===== src/rtl/multiplier_control.sv =====
// multiplier_control: sequencer for a shift-and-add multiplier (load, add/shift per bit, done)
module multiplier_control #(
   parameter int WIDTH = 32,
   parameter int CW    = 6
) (
   input  logic          clk,
   input  logic          Reset,
   input  logic          Run,
   input  logic          LSB,
   output logic          W_ctrl,
   output logic          ADD_ctrl,
   output logic          SRL_ctrl,
   output logic          Busy,
   output logic          Ready,
   output logic [CW-1:0] Count
);
   localparam logic [CW-1:0] LAST = CW'(WIDTH - 1);
   typedef enum logic [2:0] {IDLE, LOAD, ADD, SHIFT, DONE} state_t;
   state_t state, state_nxt;
   logic [CW-1:0] count_nxt;
   // state and iteration counter, cleared asynchronously so a reset aborts any operation at once
   always_ff @(posedge clk or negedge Reset)
      if (!Reset) begin
         state <= IDLE;
         Count <= '0;
      end else begin
         state <= state_nxt;
         Count <= count_nxt;
      end
   // next state, counter update and Moore/Mealy outputs; LSB only reaches an output in ADD
   always_comb begin
      state_nxt = state;
      count_nxt = Count;
      W_ctrl    = 1'b0;
      ADD_ctrl  = 1'b0;
      SRL_ctrl  = 1'b0;
      Busy      = 1'b0;
      Ready     = 1'b0;
      case (state)
         IDLE: begin
            state_nxt = Run ? LOAD : IDLE;
            count_nxt = Run ? '0 : Count;
         end
         LOAD: begin
            W_ctrl    = 1'b1;
            Busy      = 1'b1;
            state_nxt = ADD;
            count_nxt = '0;
         end
         ADD: begin
            ADD_ctrl  = LSB;
            Busy      = 1'b1;
            state_nxt = SHIFT;
         end
         SHIFT: begin
            SRL_ctrl  = 1'b1;
            Busy      = 1'b1;
            state_nxt = (Count == LAST) ? DONE : ADD;
            count_nxt = (Count == LAST) ? Count : Count + 1'b1;
         end
         DONE: begin
            Ready     = 1'b1;
            state_nxt = Run ? LOAD : DONE;
            count_nxt = Run ? '0 : Count;
         end
         default: state_nxt = IDLE;
      endcase
   end
endmodule


===== config.mk =====
export PLATFORM = sky130hd
export DESIGN_NAME = multiplier_control
export DESIGN_NICKNAME = d
export VERILOG_FILES = /design/src/rtl/multiplier_control.sv
export SDC_FILE = /design/constraint.sdc
export NUM_CORES = 1
export LEC_CHECK = 0
export ABC_AREA = 1
export CORE_AREA = 2 2 39 41
export CTS_BUF_LIST = sky130_fd_sc_hd__clkbuf_8
export DETAILED_ROUTE_END_ITERATION = 16
export DIE_AREA = 0 0 41 43
export HOLD_SLACK_MARGIN = 0.12
export PLACE_DENSITY_LB_ADDON = 0.1
export SLEW_MARGIN = 0
export SYNTH_ARGS = -nofsm -noshare
export SYNTH_HDL_FRONTEND = slang
export SYNTH_SLANG_ARGS = --single-unit

===== constraint.sdc =====
create_clock -name clk -period 1.6 [get_ports clk]
set_clock_uncertainty 0.2 [all_clocks]
set_input_delay 0.24 -clock clk [delete_from_list [all_inputs] [get_ports clk]]
set_output_delay 0.24 -clock clk [all_outputs]
set_load 0.005 [all_outputs]

==> impl_metrics.json <==
{
  "p_comb_share_pct": 45.0,
  "route.vias.total": 531,
  "outcome": "completed",
  "cellPowerDensity_nw_per_um2": 1212,
  "die_x_um": 41,
  "min_period_over_period_pct": 96.48,
  "synth_top_area_share_pct": 42.06,
  "hold_path_class": "input pin to asynchronous set/reset pin",
  "tightest_slew_ps": 436.0,
  "antenna_found_initial": 0,
  "num_rows": 14,
  "ff2ff_path_depth": 7,
  "path_class": "register to output pin",
  "wire_per_inst_um": 10.53,
  "synthCells": 66,
  "max_freq_mhz": 647.8,
  "yosysMostFrequentCell": "nand2_1",
  "p_total_mw": 1.055,
  "grt_pass1_wl_um": 2083,
  "grt.total_usage_pct": 17.31,
  "grt_use_met3_pct": 4.712,
  "place_congestion": 0.6881,
  "avgSynthCellArea_um2": 8.114,
  "hold_viol_final": 0,
  "ys_warn_count": 0,
  "synth_flop_cell": "dfrtp_1",
  "drc": 0,
  "postRouteAntennaNets": 0,
  "tns_ps": 0,
  "synth_area_leaders": "dfrtp_1 (42%), nand2_1 (13%), o21ai_2 (6.5%), nand3_1 (5.6%), inv_1 (5.6%)",
  "cts_hold_buf": 0,
  "async_flop_share_pct": 100.0,
  "num-fill-cells": 137,
  "antennaDiodeCount": 0,
  "path_max_fanout": 3,
  "p_leak_nw": 0.4535,
  "worstSetupStartpointType": "register",
  "drv_slew": 0,
  "hold_ws_ps": 122.4,
  "synth_edf_count": 0,
  "synthTopCellsByCount": "nand2_1 (18), dfrtp_1 (9), inv_1 (8)",
  "top_usage_layer": "met2",
  "grt_pass1_vias": 484,
  "r2r-start": "Count[0]",
  "fp.dieArea_um2": 1763,
  "clk_path_buf_depth": 2,
  "cts_sinks": 9,
  "cts_tree": "yes",
  "core_area_um2": 1384,
  "use_met2_pct": 24.69,
  "final_cell_area_um2": 870.8,
  "chipHeight_um": 43,
  "power.internal_uw": 711.8,
  "synth_seq_cells": 9,
  "pwr-share-clk_pct": 24.1,
  "ys_seq_area_share_pct": 42.06,
  "ys_types": 17,
  "drive_above_1_share_pct": 42.42,
  "p_sw_share_pct": 32.56,
  "cts-root-buf": "clkbuf_8",
  "area_delta_synth_final_pct": 62.62,
  "cp.arrival_ps": 1100,
  "max-vdd-ir-drop_mv": 0.5832,
  "synthesis.area_um2": 535.5,
  "end_kind": "output pin",
  "hpwl_um": 872.9,
  "drt_iter0_drc": 4,
  "worstPathRequired_ps": 1160,
  "clock_latency_ps": 230,
  "gr-total-overflow": 0,
  "r2r_slack_ps": 140,
  "synth_largest_area_cell": "dfrtp_1",
  "gr-usage-met1_pct": 23.43,
  "drt_first_pass_iters": 4,
  "fin_nets": 105,
  "reg2reg_to": "Count[3]",
  "grt_max_degree": 11,
  "p_seq_share_pct": 30.9,
  "htreeDepth": 1,
  "numCtsBuffers": 3,
  "setup_viol": 0,
  "relSlewSlack_pct": 70.84,
  "port_buffers": 14,
  "dpl_cell_area_um2": 740.7,
  "start_util_pct": 38.70,
  "syn-num-nets": 71,
  "drt-total-wl_um": 1211,
  "vias_per_cell": 4.617,
  "ioPinCount": 15,
  "power_switching_uw": 343.6,
  "clk_pin_slew_ps": 50,
  "drv_cap": 0,
  "final.min_clock_period_ps": 1544,
  "final_util_pct": 62.93
}
[cells in the final DEF (no fill, tap or decap), drive strengths merged]
cell,netlist,final
clkdlybuf4s50,0,7
ha,1,1
buf,0,16
clkbuf,0,6
a21boi,1,1
or2,1,1
o21ai,7,7
dlymetal6s2s,0,3
nand2,22,22
nand3,7,7
nor2,9,9
inv,8,9
dfrtp,9,9
o21bai,1,1
[power groups by stage]
| stage | Sequential (mW) | Combinational (mW) | Clock (mW) |
|---|---|---|---|
| after global routing | 0.333 | 0.533 | 0.283 |
| after detailed placement | 0.353 | 0.365 | 0 |
| final | 0.326 | 0.475 | 0.254 |
| after floorplan | 0.346 | 0.179 | 0 |
| after CTS | 0.334 | 0.412 | 0.265 |
| after global placement | 0.352 | 0.358 | 0 |
[through the flow]
| stage | setup WS [ps] | cells |
|---|---|---|
| floorplan | 211.3 | 66 |
| global placement | -150.1 | 102 |
| detailed placement | -157.2 | 102 |
| CTS | -207.4 | 111 |
| global route | -14.39 | 115 |
| finish | 56.36 | 115 |
[what timing repair did]
action | 4_1_cts | 5_1_grt
gates resized for setup | 10 | 15
setup buffers | 5 | 4
pin swaps | 2 | 2
setup endpoints to repair | 9 | 13
[how the worst max path moves through the flow]
stage              from  slack, ps  cells past startpoint  endpoint
2_1_floorplan  Count[0]        210                      7  Count[0]
3_3_place_gp        LSB       -150                      4  ADD_ctrl
3_5_place_dp        LSB       -160                      4  ADD_ctrl
4_1_cts        state[1]       -210                      3      Busy
5_1_grt        state[0]        -10                      5  ADD_ctrl
6_report       state[0]         60                      5     Ready
[flip-flops by register name, summed over array words and instances, names as in the netlist]
register,flops
Count,6
state,3
[metal layers]
| layer | wire length (um) | share of wire (%) |
|---|---|---|
| met1 | 524 | 43 |
| met2 | 631 | 52 |
| met3 | 55 | 4.5 |
| met4 | 0 | 0 |
| met5 | 0 | 0 |
[logic make-up (layout without fill, tap and decap cells)]
kind of cell    after synthesis  after routing  synth area share, %
fa+ha+maj                     1              1                2.336
buf+inv                       8             41                5.608
compound gates                9              9                12.15
flops                         9              9                42.06
simple gates                 39             39                37.85
[cell type report]
type,instances,area [um^2],area share (%)
Inverter,8,30.03,3.448
Sequential cell,9,226.5,26.01
Timing Repair Buffer,29,240.2,27.59
Clock buffer,3,41.29,4.741
Multi-Input combinational cell,49,309.0,35.49
Clock inverter,1,3.754,0.4310
Tap cell,16,20.02,2.299
[worst max-delay path, cell delays in order, from the launching register on]
cell and delay [ps]:
dfrtp_1 380, buf_4 150, nor2_4 120, nand2_1 70, inv_1 50, buf_2 100
Power figures use the tool's default switching activity.
